===== config.mk =====
export PLATFORM = sky130hd
export DESIGN_NAME = fifo_reader
export DESIGN_NICKNAME = d
export VERILOG_FILES = /design/src/rtl/fifo_reader_pkg.sv /design/src/rtl/fifo_reader_checker.sv /design/src/rtl/fifo_reader.sv
export SDC_FILE = /design/constraint.sdc
export NUM_CORES = 1
export LEC_CHECK = 0
export CORE_MARGIN = 5
export CORE_UTILIZATION = 50
export CTS_CLUSTER_SIZE = 12
export DETAILED_ROUTE_END_ITERATION = 10
export DONT_BUFFER_PORTS = 1
export PLACE_DENSITY = 0.71
export REMOVE_ABC_BUFFERS = 1
export SYNTH_ARGS = -nofsm -noshare
export SYNTH_HDL_FRONTEND = slang
export SYNTH_SLANG_ARGS = --single-unit

===== constraint.sdc =====
create_clock -name clk -period 5.1 [get_ports clk]
set_input_delay 0.765 -clock clk [delete_from_list [all_inputs] [get_ports clk]]
set_output_delay 0.765 -clock clk [all_outputs]
set_load 0.01 [all_outputs]

===== src/rtl/fifo_reader_pkg.sv =====
// Shared types and default widths for the fifo_reader read-side engine.
package fifo_reader_pkg;

  localparam int unsigned DEF_DATA_WIDTH = 32;
  localparam int unsigned DEF_CNT_WIDTH  = 32;

  typedef enum logic [2:0] {
    IDLE      = 3'd0,
    FILL_WAIT = 3'd1,
    DRAIN     = 3'd2,
    FLUSH     = 3'd3,
    DONE      = 3'd4
  } state_e;

endpackage


===== src/rtl/fifo_reader_checker.sv =====
// Compares presented words against CHK_BASE + index*CHK_STRIDE; saturating error count.
// Built only when FIFO_READER_CHECK_EN is defined.
`ifdef FIFO_READER_CHECK_EN
module fifo_reader_checker
  import fifo_reader_pkg::*;
#(
  parameter int unsigned DATA_WIDTH = DEF_DATA_WIDTH,
  parameter int unsigned CNT_WIDTH  = DEF_CNT_WIDTH,
  parameter int unsigned CHK_BASE   = 0,
  parameter int unsigned CHK_STRIDE = 2
) (
  input  logic                  clk,
  input  logic                  reset,
  input  logic                  clear,
  input  logic                  out_valid,
  input  logic [CNT_WIDTH-1:0]  out_index,
  input  logic [DATA_WIDTH-1:0] out_data,
  output logic [CNT_WIDTH-1:0]  err_count
);

  logic [DATA_WIDTH-1:0] expected_c;

  always_comb begin
    expected_c = DATA_WIDTH'(CHK_BASE) + DATA_WIDTH'(out_index) * DATA_WIDTH'(CHK_STRIDE);
  end

  always_ff @(posedge clk) begin
    if (!reset) begin
      err_count <= '0;
    end else if (clear) begin
      err_count <= '0;
    end else if (out_valid && (out_data != expected_c) && (err_count != '1)) begin
      err_count <= err_count + CNT_WIDTH'(1);
    end
  end

endmodule
`endif


===== src/rtl/fifo_reader.sv =====
// Pops word_count words from a FIFO read port and presents them as an indexed stream.
// Optional data checker is built when FIFO_READER_CHECK_EN is defined.
module fifo_reader
  import fifo_reader_pkg::*;
#(
  parameter int unsigned DATA_WIDTH = DEF_DATA_WIDTH,
  parameter int unsigned CNT_WIDTH  = DEF_CNT_WIDTH,
  parameter int unsigned CHK_BASE   = 0,
  parameter int unsigned CHK_STRIDE = 2
) (
  input  logic                  clk,
  input  logic                  reset,
  input  logic                  start,
  input  logic                  burst_mode,
  input  logic [CNT_WIDTH-1:0]  word_count,
  input  logic [DATA_WIDTH-1:0] fifo_output_data,
  input  logic                  fifo_empty,
  input  logic                  fifo_full,
  output logic                  fifo_read,
  output logic [DATA_WIDTH-1:0] out_data,
  output logic                  out_valid,
  output logic [CNT_WIDTH-1:0]  out_index,
  output logic                  busy,
  output logic                  done,
  output logic [CNT_WIDTH-1:0]  err_count
);

  localparam int unsigned CW1 = CNT_WIDTH + 1;

  state_e                state, state_next;
  logic                  burst_q;
  logic [CNT_WIDTH-1:0]  count_q;
  logic [CNT_WIDTH-1:0]  issued_q;
  logic [CNT_WIDTH-1:0]  captured_q;
  logic                  pop_d1_q;

  logic                  start_accept_c;
  logic                  pop_now_c;
  logic [CW1-1:0]        issued_next_c;
  logic [CW1-1:0]        presented_next_c;
  logic                  words_left_c;
  logic                  read_d, busy_d, done_d;

  // Pop bookkeeping; widened by one bit so the compares cannot overflow.
  always_comb begin
    start_accept_c   = (state == IDLE) && start;
    pop_now_c        = fifo_read && !fifo_empty;
    issued_next_c    = CW1'(issued_q) + CW1'(pop_now_c);
    presented_next_c = CW1'(captured_q) + CW1'(pop_d1_q);
    words_left_c     = issued_next_c < CW1'(count_q);
  end

  always_ff @(posedge clk) begin
    if (!reset) state <= IDLE;
    else        state <= state_next;
  end

  always_comb begin
    state_next = state;
    case (state)
      IDLE: begin
        if (start) begin
          if (word_count == '0) state_next = DONE;
          else if (burst_mode)  state_next = FILL_WAIT;
          else                  state_next = DRAIN;
        end
      end
      FILL_WAIT: if (fifo_full) state_next = DRAIN;
      DRAIN: begin
        if (!words_left_c)                state_next = FLUSH;
        else if (burst_q && fifo_empty)   state_next = FILL_WAIT;
      end
      // Exit once the final word sits in the capture stage, so done trails its out_valid by one.
      FLUSH: if (presented_next_c == CW1'(count_q)) state_next = DONE;
      DONE:    state_next = IDLE;
      default: state_next = IDLE;
    endcase
  end

  always_comb begin
    read_d = 1'b0;
    busy_d = state_next != IDLE;
    done_d = state == DONE;
    if ((state == DRAIN) && !fifo_empty && words_left_c) read_d = 1'b1;
  end

  // Registered outputs, read pipeline and transfer counters.
  always_ff @(posedge clk) begin
    if (!reset) begin
      fifo_read  <= 1'b0;
      busy       <= 1'b0;
      done       <= 1'b0;
      out_valid  <= 1'b0;
      out_data   <= '0;
      out_index  <= '0;
      pop_d1_q   <= 1'b0;
      burst_q    <= 1'b0;
      count_q    <= '0;
      issued_q   <= '0;
      captured_q <= '0;
    end else begin
      fifo_read <= read_d;
      busy      <= busy_d;
      done      <= done_d;
      pop_d1_q  <= pop_now_c;
      out_valid <= pop_d1_q;
      if (pop_d1_q) begin
        out_data   <= fifo_output_data;
        out_index  <= captured_q;
        captured_q <= captured_q + CNT_WIDTH'(1);
      end
      if (pop_now_c) issued_q <= issued_q + CNT_WIDTH'(1);
      if (start_accept_c) begin
        count_q    <= word_count;
        burst_q    <= burst_mode;
        issued_q   <= '0;
        captured_q <= '0;
      end
    end
  end

`ifdef FIFO_READER_CHECK_EN
  fifo_reader_checker #(
    .DATA_WIDTH (DATA_WIDTH),
    .CNT_WIDTH  (CNT_WIDTH),
    .CHK_BASE   (CHK_BASE),
    .CHK_STRIDE (CHK_STRIDE)
  ) u_checker (
    .clk       (clk),
    .reset     (reset),
    .clear     (start_accept_c),
    .out_valid (out_valid),
    .out_index (out_index),
    .out_data  (out_data),
    .err_count (err_count)
  );
`else
  // No checker: the count is a constant zero.
  assign err_count = CNT_WIDTH'(CHK_BASE * 0 + CHK_STRIDE * 0);
`endif

endmodule


==> results.py <==
metrics = {
    "synthesis": {
        "netlist_top_cells_area": "dfxtp_1 36%, mux2i_1 7.2%, xnor2_1 6.1%, xor2_1 5.9%, ha_1 4.9%",
        "synth_cell_type_count": 59,
        "synth-edff-count": 0,
        "synthArstFlopShare": 0,
        "yosys.area.top_type": "dfxtp_1",
        "syn-cell-area_sq_mm": 0.009408,
        "synth_common_cells": "169 x dfxtp_1, 122 x nand2_1, 104 x nor2_1, 68 x mux2i_1, 67 x nor2b_1",
        "ys_seq_area_frac": 0.3596,
        "synthMostInstantiatedCell": "dfxtp_1",
        "avgSynthCellArea_sq_um": 8.514,
        "yosysTopAreaCellShare": 0.3596,
        "synthCells": 1105,
        "ys_ff_latch": 169,
        "ys_warn_count": 0,
        "synthFlopType": "dfxtp_1",
    },
    "timing": {
        "fin_crit_ns": 4.326,
        "rsz0062_at_grt": "no",
        "max_freq_mhz": 231.2,
        "tightest_slew_ns": 1.131,
        "period_share": 0.8482,
        "final.setup_skew_ns": 0.007325,
        "final_hold_viol_count": 0,
        "slew_violations": 0,
        "fin_setup_tns_ns": 0,
        "slew_headroom": 0.2460,
        "setup_viol": 0,
    },
    "power_and_ir_drop": {
        "sw_frac_of_total": 0.2515,
        "p_clk_frac": 0.447,
        "p_per_area_mw_per_mm2": 294.2,
        "leakagePower_nw": 3.532,
        "combPwrFrac": 0.077,
        "internal-power_mw": 2.181,
        "power_switching_mw": 0.7329,
        "vdd_drop_max_uv": 212.8,
        "p_seq_frac": 0.476,
    },
    "global_routing": {
        "antenna_found_initial": 0,
        "grt_usage": 0.1968,
        "grt_max_degree": 104,
        "grt-ovfl-total": 0,
        "grt_pass1_vias": 6855,
        "grt_pass1_wl_mm": 35.08,
    },
    "floorplanning": {
        "die_width_microns": 147.2,
        "die-area_sq_mm": 0.02166,
        "start_util": 0.5046,
        "coreArea_sq_mm": 0.01864,
        "chipHeight_microns": 147.2,
        "ios": 170,
        "std_cell_rows": 50,
    },
    "cells_and_area": {
        "final_nets": 1166,
        "fin_util": 0.5313,
        "fillCellCount": 1745,
        "final_cells": 1306,
        "diodes": 0,
        "layout-drive-gt1-share": 0.04571,
        "synthToLayoutAreaGrowth_pct": 5.293,
    },
    "route": {
        "drc": 0,
        "drtPass1Iterations": 5,
        "wl_per_cell_microns": 16.45,
        "drt-initial-drc-count": 499,
        "via_per_inst": 5.481,
        "vias": 7158,
        "drtAntennaViolNets": 0,
        "wl_mm": 21.49,
    },
    "place": {
        "dp.cells": 1274,
        "hpwlAfterDp_mm": 15.77,
        "port_buffers": 0,
        "gp_congestion": 0.9038,
    },
    "cts": {
        "cts-root-buf": "clkbuf_16",
        "cts_resized": 0,
        "cts.htree.levels": 4,
        "cts_hold_buf": 0,
        "cts.path.max_buffers": 2,
        "cts_sinks": 169,
        "insertion_delay_ns": 0.43,
        "post_cts_buffers": 0,
        "path_clk_slew_ns": 0.07,
        "cts_buffers": 17,
        "cts_tree": "yes",
    },
    "setup_path": {
        "arrival_ns": 4.65,
        "path_max_fanout": 6,
        "start_kind": "flip-flop",
        "cp_data_required_time_ns": 5.42,
        "worstSetupPathType": "flip-flop to flip-flop",
        "cp-end-kind": "flip-flop",
    },
    "min_path": {
        "min_path_type": "input port to flip-flop",
    },
    "run_status": {
        "status": "finished clean",
    },
    "job": {
        "maxCapViolations": 0,
    },
}
metal layers:
layer | share of wire | track usage | vias to the layer above
met1 | 0.48 | 0.2740 | 3329
met3 | 0.066 | 0.04874 | 20
met5 | 0 | 0 | -
met4 | 0.011 | 0.05359 | 0
li1 | - | - | 3585
met2 | 0.45 | 0.3048 | 224
power groups by stage:
stage	Sequential, mW	Clock, mW	Combinational, mW
final	1.39	1.30	0.224
after global routing	1.39	1.38	0.253
after CTS	1.39	1.33	0.223
after detailed placement	1.42	0	0.221
after global placement	1.42	0	0.217
after floorplan	1.40	0	0.175
flip-flops by register name, summed over array words and instances, names as in the netlist:
signal,cells
captured_q,32
done,1
busy,1
out_index,32
fifo_read,1
out_data,32
pop_d1_q,1
issued_q,32
count_q,32
state,3
burst_q,1
out_valid,1
area by class of cell:
type	instances	area [sq um]	share of cell area
clock buffers	20	446.7	0.04509
clock inverters	12	142.6	0.01440
inverters	32	120.1	0.01213
multi-input cells	834	5479	0.5531
flip-flops and latches	169	3387	0.3419
well taps	234	292.8	0.02956
repair buffers	5	37.54	0.003789
path summary, 6_finish.rpt:
check,cells after the start,end,start,slack [ns]
setup / recovery,18,busy,fifo_read,0.77
hold / removal,1,fifo_read,fifo_empty,0.41
setup reg to reg,18,busy,fifo_read,0.77
hold reg to reg,2,burst_q,burst_q,0.49
metrics by stage:
stage | instance area [sq um] | hold slack (ns) | power, mW | setup slack [ns]
2_1_floorplan | 8974 | 0.4426 | 1.577 | 0.1774
3_3_place_gp | 9316 | 0.4513 | 1.633 | 0.6430
3_5_place_dp | 9316 | 0.4788 | 1.638 | 0.5566
4_1_cts | 9906 | 0.3957 | 2.938 | 0.7955
5_1_grt | 9906 | 0.3972 | 3.026 | 0.3468
6_report | 9906 | 0.4124 | 2.914 | 0.7742
critical path, cell delays in order, from the launching register on:
cell       delay (ns)
dfxtp_1          0.42
nor2b_1          0.17
buf_4            0.16
ha_1             0.17
ha_1             0.18
nand3_1          0.17
nor4_1           0.54
and4_1           0.39
nand3_1          0.13
xnor2_1          0.16
ha_1             0.30
a21o_1           0.17
nand3_1          0.07
a21oi_1          0.06
a2111oi_0        0.38
nand3_1          0.23
o31ai_1          0.29
a31o_2           0.19
o21ai_1          0.05
cells in the final DEF (no fill, tap or decap), types with 33 or more instances in the layout:
master and count:
dfxtp_1 168, nand2_1 121, nor2_1 104, mux2i_1 68, nor2b_1 67, xnor2_1 66, xor2_1 63, nand4_1 39
ha_1 37, nand3_1 34, a21boi_0 33
cell families after synthesis:
kind of cell,after synthesis,synth area share
other cells,1,0.0003986
mux,69,0.07355
fa+ha+maj,37,0.04921
flops,169,0.3596
xor+xnor,129,0.1201
compound gates,111,0.07980
buf+inv,133,0.07129
simple gates,456,0.2460
(Power assumes the default switching activity.)
